### config.mk
export PLATFORM = sky130hd
export DESIGN_NAME = mem_port_arbiter
export DESIGN_NICKNAME = d
export VERILOG_FILES = /design/src/rtl/mem_port_arbiter.sv
export SDC_FILE = /design/constraint.sdc
export NUM_CORES = 1
export LEC_CHECK = 0
export ABC_CLOCK_PERIOD_IN_PS = 2300
export BUFFER_PORTS_ARGS = -buffer_cell sky130_fd_sc_hd__buf_2
export CAP_MARGIN = 25
export CORE_MARGIN = 2
export CORE_UTILIZATION = 43
export CTS_CLUSTER_SIZE = 24
export DETAILED_ROUTE_END_ITERATION = 10
export PLACE_DENSITY = 0.74
export RECOVER_POWER = 50
export SLEW_MARGIN = 5
export SYNTH_ARGS = -nofsm -noshare
export SYNTH_HDL_FRONTEND = slang
export SYNTH_SLANG_ARGS = --single-unit
### constraint.sdc
create_clock -name clk -period 2.3 [get_ports clk]
set_clock_uncertainty 0.05 [all_clocks]
set_input_delay 0.23 -clock clk [delete_from_list [all_inputs] [get_ports clk]]
set_output_delay 0.23 -clock clk [all_outputs]
set_load 0.1 [all_outputs]
### src/rtl/mem_port_arbiter.sv
// mem_port_arbiter: shares one single-port, byte-addressed memory between the
// instruction-fetch unit (IF) and the load/store unit (LS).
// Every granted access takes three cycles: IDLE (arbitrate and latch),
// ACCESS (drive memory), RESP (one-cycle ack carrying registered data).
// LS normally wins arbitration. IF is forced through once LS has been
// granted IF_STARVE_MAX times in a row while IF was waiting.
// Optional build macro: MEM_ARB_MISALIGN_TRAP_EN. When it is defined,
// misaligned LS half and word accesses are rejected like boundary errors.
module mem_port_arbiter #(
  parameter int IF_STARVE_MAX = 4,
  parameter int AW            = 8
) (
  input  logic          clk,
  input  logic          rst,
  input  logic          if_req,
  input  logic [AW-1:0] if_addr,
  output logic          if_ack,
  output logic [31:0]   if_rdata,
  input  logic          ls_req,
  input  logic          ls_we,
  input  logic          ls_ba,
  input  logic          ls_ha,
  input  logic          ls_ua,
  input  logic [AW-1:0] ls_addr,
  input  logic [31:0]   ls_wdata,
  output logic          ls_ack,
  output logic [31:0]   ls_rdata,
  output logic          ls_err,
  output logic          mem_wena,
  output logic          mem_ba,
  output logic          mem_ha,
  output logic          mem_ua,
  output logic [AW-1:0] mem_addr,
  output logic [31:0]   mem_din,
  input  logic [31:0]   mem_dout
);

  localparam int AW1 = AW + 1;
  localparam int SW  = (IF_STARVE_MAX < 1) ? 1 : $clog2(IF_STARVE_MAX + 1);
  localparam logic [SW-1:0] STARVE_MAX = SW'(IF_STARVE_MAX);
  // Highest byte address, widened by one bit so that address arithmetic
  // cannot wrap before it is compared.
  localparam logic [AW:0]   TOP_ADDR   = {1'b0, {AW{1'b1}}};

  typedef enum logic [1:0] {
    ST_IDLE   = 2'd0,
    ST_ACCESS = 2'd1,
    ST_RESP   = 2'd2
  } state_t;

  state_t          r_state;
  state_t          w_state_nxt;
  logic [SW-1:0]   r_starve;
  logic            r_is_if;
  logic            r_we;
  logic            r_ba;
  logic            r_ha;
  logic            r_ua;
  logic            r_err;
  logic [AW-1:0]   r_addr;
  logic [31:0]     r_wdata;

  logic            w_if_prio;
  logic            w_grant_ls;
  logic            w_grant_if;
  logic [AW:0]     w_size_m1;
  logic [AW:0]     w_last;
  logic            w_bound_err;
  logic            w_misalign;

  // Size-extend a load: byte and half take bit 7 or bit 15 as the sign
  // unless the unsigned flag is set. A word passes through unchanged.
  function automatic logic [31:0] f_load_ext(input logic [31:0] dout,
                                             input logic        ext_ba,
                                             input logic        ext_ha,
                                             input logic        ext_ua);
    logic [31:0] v;
    v = dout;
    if (ext_ba) begin
      v = {{24{~ext_ua & dout[7]}}, dout[7:0]};
    end else if (ext_ha) begin
      v = {{16{~ext_ua & dout[15]}}, dout[15:0]};
    end else begin
      v = dout;
    end
    return v;
  endfunction

  // Fetch near the top of memory: any byte past the last address reads as
  // zero, whatever the memory returns for it (there is no wrap to address 0).
  function automatic logic [31:0] f_fetch_clip(input logic [31:0]   dout,
                                               input logic [AW-1:0] addr);
    logic [31:0] v;
    v = dout;
    for (int k = 0; k < 4; k++) begin
      if (({1'b0, addr} + AW1'(k)) > TOP_ADDR) begin
        v[8*k +: 8] = 8'h00;
      end else begin
        v[8*k +: 8] = dout[8*k +: 8];
      end
    end
    return v;
  endfunction

  // LS rejection checks: the last byte of the access must not run past the
  // top address.
  assign w_size_m1   = ls_ba ? AW1'(0) : (ls_ha ? AW1'(1) : AW1'(3));
  assign w_last      = {1'b0, ls_addr} + w_size_m1;
  assign w_bound_err = (w_last > TOP_ADDR);

`ifdef MEM_ARB_MISALIGN_TRAP_EN
  assign w_misalign = ~ls_ba & ((ls_ha & ls_addr[0]) |
                                (~ls_ha & (ls_addr[1:0] != 2'b00)));
`else
  assign w_misalign = 1'b0;
`endif

  // Arbitration: LS has priority unless IF has been starved to the limit.
  always_comb begin
    w_if_prio  = if_req & (r_starve == STARVE_MAX);
    w_grant_ls = 1'b0;
    w_grant_if = 1'b0;
    if (r_state == ST_IDLE) begin
      w_grant_ls = ls_req & ~w_if_prio;
      w_grant_if = if_req & ~w_grant_ls;
    end else begin
      w_grant_ls = 1'b0;
      w_grant_if = 1'b0;
    end
  end

  // Next-state logic for the IDLE -> ACCESS -> RESP cycle.
  always_comb begin
    w_state_nxt = r_state;
    case (r_state)
      ST_IDLE: begin
        if (w_grant_ls | w_grant_if) begin
          w_state_nxt = ST_ACCESS;
        end else begin
          w_state_nxt = ST_IDLE;
        end
      end
      ST_ACCESS: w_state_nxt = ST_RESP;
      ST_RESP:   w_state_nxt = ST_IDLE;
      default:   w_state_nxt = ST_IDLE;
    endcase
  end

  // State register. Reset abandons any access in flight.
  always_ff @(posedge clk) begin
    if (rst) begin
      r_state <= ST_IDLE;
    end else begin
      r_state <= w_state_nxt;
    end
  end

  // Starvation counter: counts LS grants made while IF waits, and saturates.
  always_ff @(posedge clk) begin
    if (rst) begin
      r_starve <= {SW{1'b0}};
    end else if (r_state == ST_IDLE) begin
      if (w_grant_if | ~if_req) begin
        r_starve <= {SW{1'b0}};
      end else if (w_grant_ls && (r_starve != STARVE_MAX)) begin
        r_starve <= r_starve + SW'(1'b1);
      end
    end
  end

  // Latch the winner's request. IF is always a plain word read.
  always_ff @(posedge clk) begin
    if (rst) begin
      r_is_if <= 1'b0;
      r_we    <= 1'b0;
      r_ba    <= 1'b0;
      r_ha    <= 1'b0;
      r_ua    <= 1'b0;
      r_err   <= 1'b0;
      r_addr  <= {AW{1'b0}};
      r_wdata <= 32'h0000_0000;
    end else if (w_grant_ls) begin
      r_is_if <= 1'b0;
      r_we    <= ls_we;
      r_ba    <= ls_ba;
      r_ha    <= ls_ha & ~ls_ba;
      r_ua    <= ls_ua;
      r_err   <= w_bound_err | w_misalign;
      r_addr  <= ls_addr;
      r_wdata <= ls_we ? ls_wdata : 32'h0000_0000;
    end else if (w_grant_if) begin
      r_is_if <= 1'b1;
      r_we    <= 1'b0;
      r_ba    <= 1'b0;
      r_ha    <= 1'b0;
      r_ua    <= 1'b0;
      r_err   <= 1'b0;
      r_addr  <= if_addr;
      r_wdata <= 32'h0000_0000;
    end
  end

  // Memory controls: driven only during ACCESS. A write is blocked while
  // reset is high or when the access was rejected.
  always_comb begin
    mem_wena = 1'b0;
    mem_ba   = 1'b0;
    mem_ha   = 1'b0;
    mem_ua   = 1'b0;
    mem_addr = {AW{1'b0}};
    mem_din  = 32'h0000_0000;
    if (r_state == ST_ACCESS) begin
      mem_wena = r_we & ~r_err & ~rst;
      mem_ba   = r_ba;
      mem_ha   = r_ha;
      mem_ua   = r_ua;
      mem_addr = r_addr;
      mem_din  = r_wdata;
    end else begin
      mem_wena = 1'b0;
      mem_addr = {AW{1'b0}};
    end
  end

  // Response registers: capture at the closing edge of ACCESS. Acks are
  // high for the single RESP cycle that follows.
  always_ff @(posedge clk) begin
    if (rst) begin
      if_ack   <= 1'b0;
      ls_ack   <= 1'b0;
      ls_err   <= 1'b0;
      if_rdata <= 32'h0000_0000;
      ls_rdata <= 32'h0000_0000;
    end else if (r_state == ST_ACCESS) begin
      if (r_is_if) begin
        if_ack   <= 1'b1;
        if_rdata <= f_fetch_clip(mem_dout, r_addr);
        ls_ack   <= 1'b0;
        ls_err   <= 1'b0;
      end else begin
        if_ack   <= 1'b0;
        ls_ack   <= 1'b1;
        ls_err   <= r_err;
        ls_rdata <= (r_err | r_we) ? 32'h0000_0000
                                   : f_load_ext(mem_dout, r_ba, r_ha, r_ua);
      end
    end else begin
      if_ack <= 1'b0;
      ls_ack <= 1'b0;
      ls_err <= 1'b0;
    end
  end

endmodule

## Word level (Yosys, flattened, before mapping)

Cells that the tools add are included.

- Bits in registers: 118
- Input port bits: 88
- Output and inout port bits: 111
- Logic and storage cells: 92

- $add $sub $neg: 5
- Magnitude comparators: 5
- Eq/ne operators: 3
- Multiplexer cells: 34
- Bitwise logic cells: 20
- Reduce and logical (&&, ||, !) cells: 10

Operator list:

| operator | count |
|---|---|
| 32-bit 2-to-1 mux | 7 |
| 8-bit 2-to-1 mux | 7 |
| 9-bit by 8-bit > comparator with 1-bit output (second input constant) | 4 |
| 8-bit by 2-bit adder with 9-bit output (second input constant) | 2 |
| 1-bit 2-to-1 mux | 15 |
| 8-bit by 1-bit adder with 9-bit output (second input constant) | 1 |
| 8-bit by 2-bit adder with 9-bit output | 1 |
| 1-bit NOT | 9 |
| 1-bit AND | 8 |
| 8-bit > comparator (second input constant) | 1 |
| 3-bit 2-to-1 mux | 2 |
| 2-bit AND reduction | 3 |
| 2-bit 2-to-1 mux | 2 |
| 2-bit one-hot mux with 2 select lines | 1 |
| 2-bit nonzero test | 2 |
| 2-bit OR reduction | 2 |
| 3-bit by 1-bit adder with 3-bit output (second input constant) | 1 |
| 3-bit equality test (second input constant) | 1 |
| 3-bit inequality test (second input constant) | 1 |
| 1-bit bitwise OR | 3 |
| 3-bit OR reduction | 1 |
| 2-bit by 1-bit equality test with 1-bit output (second input constant) | 1 |
| 2-bit zero test | 1 |
| 1-bit logical AND | 1 |

## Depth between registers and ports, before layout

- Depth in word-level cells: 10
- Mapped depth: 9
- Gate-level depth less buffers: 6

## Worst setup path before layout

No wires, ideal clock.

- Path kind: register -> output
- Start: reg r_state[1]
- End: out mem_wena
- Arrival: 3.766 ns
- Required time: 2.020 ns
- Slack: -1.746 ns
- Cell stages (with the launch flop): 4
- Buffers on the path: 1
- Cells stage by stage: dfxtp_1 nand2b_1 clkbuf_1 nor4b_1

- Cells in the longest elaborated chain, start to end: 2

Ends and longest elaborated chain:

| item | line | source |
|---|---|---|
| start: declaration | 51 | `state_t r_state;` |
| start signal: assignment | 154 | `r_state <= w_state_nxt;` |
| 2-bit by 1-bit equality test with 1-bit output | 212 | `if (r_state == ST_ACCESS) begin` |
| 1-bit 2-to-1 mux | 212 |  |
| end: declaration | 29 | `output logic mem_wena,` |

No other way between the ends.

## Final worst setup path

- Start: reg r_addr[1]
- End: reg if_rdata[25]

- Cells in the longest elaborated chain, start to end: 3

Ends and longest elaborated chain:

| item | line | source |
|---|---|---|
| start: declaration | 60 | `logic [AW-1:0] r_addr;` |
| start signal: assignment | 180 | `r_addr <= {AW{1'b0}};` |
| start signal: assignment | 189 | `r_addr <= ls_addr;` |
| start signal: assignment | 198 | `r_addr <= if_addr;` |
| 8-bit by 2-bit adder with 9-bit output | 96 | `if (({1'b0, addr} + AW1'(k)) > TOP_ADDR) begin` |
| 9-bit by 8-bit > comparator with 1-bit output | 96 |  |
| 8-bit 2-to-1 mux | 96 |  |
| end signal: assignment | 237 | `if_rdata <= f_fetch_clip(mem_dout, r_addr);` |
| end: declaration | 18 | `output logic [31:0] if_rdata,` |

No other way between the ends.
A chain may end at the register's enable or synchronous reset.

==> impl_metrics.yaml <==
power:
  ir_drop_mv: 0.447
  leakagePower_nw: 3.49
  powerDensity_nw_per_um2: 846
run:
  max_cap_violations: 0
route:
  drc: 0
  via_per_inst: 5.31
  detail_route.first_pass.iterations: 6
  drtIter0Drc: 389
  vias: 5218
  routed_wirelength_mm: 15.9
  drtAntennaViolNets: 0
  wl_per_cell_um: 16.2
min_path:
  hp-class: "in2reg"
synthesis:
  synth_cell_types: 42
  ys.warnings.count: 0
  synth_edf_count: 0
  synth_top_area_frac: 0.492
  synth_seq_area_share: 0.492
  synth_seq_cells: 118
  syn_area_per_cell_um2: 8.82
  synth_common_cells: "dfxtp_1, a21oi_1, nand2_1"
  synthTopCellsByArea: "dfxtp_1, a22o_1, a21oi_1, nand2_1, and2_1"
  yosys.cell_count.top_type: "dfxtp_1"
  synthArstFlopShare: 0
  ys.flop_type: "dfxtp_1"
  syn_nets: 644
  synth_area_leader_cell: "dfxtp_1"
  syn_area_um2: 4800
  syn_inst: 545
layout:
  regArea_um2: 2370
  antenna-diode-count: 0
  syn2layout_area_growth_pct: 60.5
  final_cells: 982
  fill_cells: 765
  multi_input_area_um2: 2290
  nets: 928
  drive_above_1_share: 0.324
floorplan:
  die_w_um: 110
  start_util: 0.441
  die-area_um2: 12000
  std_cell_rows: 38
  core_region_area_um2: 10900
  ios: 199
  dieHeight_um: 110
clock_network:
  cts_buffers: 17
  htree_levels: 4
  cts_max_path_buffers: 2
  insertion_delay_ps: 510
  cts_tree: "built"
  root_buffer: "clkbuf_8"
  clock_sinks: 118
  clkTransAtPathRegs_ps: 60
worst_setup_path:
  endpoint: "if_rdata[25]$_SDFFE_PP0P_"
  r2r_end: "if_rdata[25]$_SDFFE_PP0P_"
  worst_r2r_path_depth: 6
  critPathLaunchType: "register"
  cp-startpoint: "r_addr[1]$_SDFFE_PP0N_"
  critical_path_class: "reg2reg"
  r2r_start: "r_addr[1]$_SDFFE_PP0N_"
  crit_required_ps: 2640
  r2r_setup_slack_ps: -40
  end_kind: "register"
  cp_max_fo: 8
  critPathArrivalTime_ps: 2690
global_routing:
  grt_antenna_before_repair: 0
  grt_overflow: 0
  grt_pass1_wl_mm: 24.2
  grt_max_degree: 42
  first_global_vias: 5193
  grtUsageTotal: 0.257
placement:
  place_congestion: 0.905
  dp_hpwl_mm: 9.92
  placed_cells_incl_taps: 862
  port_buffers: 198
timing:
  holdWs_ps: 88.5
  setup_violations: 9
  min_period_ps: 2340
  slew_headroom: 0.619
  max_freq_mhz: 427
  drv_slew: 0
  post-route-period-util: 1.02
  tightest_slew_ps: 569
  rsz0062_at_grt: "true"
  fin_ws_ps: -42.8
  hold_viol: 0
outcome:
  violations: "negative setup slack"
  status: "finished with violations"
[layout by cell type, fill, tap and decap left out, drive strengths merged, types with 2 or more instances in the layout]
cell type	n
inv	11
mux2	2
nand2b	5
and2	38
clkinv	3
nor2	35
a21oi	70
or4	3
dfxtp	118
o21ai	35
clkinvlp	2
nand3	27
nor4b	2
nand2	66
and3	2
nand4	4
dlygate4sd3	87
buf	213
a22o	48
bufinv	6
clkbuf	27
o221a	7
ha	10
[how the worst min path moves through the flow]
stage / start / to / slack, ps / cells past startpoint
2_1_floorplan: mem_dout[10] / if_rdata[10]$_SDFFE_PP0P_ / 310 / 1
4_1_cts: if_req / r_is_if$_SDFFE_PP0P_ / 70 / 3
6_report: ls_addr[5] / r_err$_SDFFE_PP0N_ / 90 / 4
3_3_place_gp: if_rdata[22]$_SDFFE_PP0P_ / if_rdata[22]$_SDFFE_PP0P_ / 380 / 2
5_1_grt: if_req / r_is_if$_SDFFE_PP0P_ / 80 / 3
3_5_place_dp: if_rdata[16]$_SDFFE_PP0P_ / if_rdata[16]$_SDFFE_PP0P_ / 390 / 2
[layer usage]
| layer | global-route usage | up-vias | routed length (um) |
|---|---|---|---|
| li1 | - | 2483 | - |
| met1 | 0.300 | 2433 | 6440 |
| met2 | 0.444 | 258 | 7970 |
| met3 | 0.0551 | 44 | 1050 |
| met4 | 0.131 | 0 | 495 |
| met5 | 0 | - | 0 |
[flip-flops by register name, summed over array words and instances (netlist names), 2 cells and up]
register and cells:
r_state 2, r_addr 8, ls_rdata 32, r_starve 3
if_rdata 32, r_wdata 32
[cell type report]
type | count | share of cell area
repair buffers | 306 | 0.277
inverters | 11 | 0.00600
flip-flops and latches | 118 | 0.307
well taps | 140 | 0.0227
clock inverters | 11 | 0.0282
multi-input cells | 375 | 0.297
clock buffers | 21 | 0.0610
[where the power goes]
| group | internal [mW] | switching (mW) | leakage [nW] | total (mW) |
|---|---|---|---|---|
| Sequential | 2.15 | 0.0723 | 0.961 | 2.22 |
| Clock | 2.10 | 0.949 | 0.329 | 3.05 |
| Combinational | 0.389 | 0.865 | 2.20 | 1.25 |
| Total | 4.64 | 1.89 | 3.49 | 6.52 |
[worst max-delay path, cell delays in order, from the launching register on]
cell	delay (ps)
dfxtp_4	360
inv_4	40
ha_4	230
or4b_4	480
or4_4	510
o2111a_2	330
a22o_1	240
[through the flow]
stage / worst slack (ps) / instance area (um^2) / setup TNS, ps / util / total power, mW
3_3_place_gp: -55.5 / 6030 / -413 / 0.554 / 3.32
3_5_place_dp: -114 / 6040 / -726 / 0.555 / 3.35
4_1_cts: -35.5 / 7690 / -134 / 0.706 / 6.52
2_1_floorplan: -44.5 / 4840 / -334 / - / 3.06
6_report: -42.8 / 7710 / -213 / 0.708 / 6.52
5_1_grt: -78.9 / 7710 / -572 / 0.708 / 6.73
[kinds of logic (layout without fill, tap and decap cells)]
kind of cell,count (synthesis),in the layout,share of synthesized area
AO/OA/AOI/OAI,169,169,0.234
XOR/XNOR,1,1,0.00182
adder cells (fa/ha/maj),11,11,0.0302
buffers and inverters,52,349,0.0414
flip-flops,118,118,0.492
multiplexers,3,3,0.00677
AND/OR/NAND/NOR,191,191,0.194
[timing repair]
| item | 4_1_cts | 5_1_grt |
|---|---|---|
| pin swaps | 10 | 0 |
| endpoints found under the setup margin | 41 | 47 |
| buffers inserted | 1 | 0 |
| hold endpoints to repair | 91 | 0 |
| gates resized for setup | 33 | 9 |
| hold buffers | 87 | 0 |
Note: power is estimated with default switching activity, not from simulation.
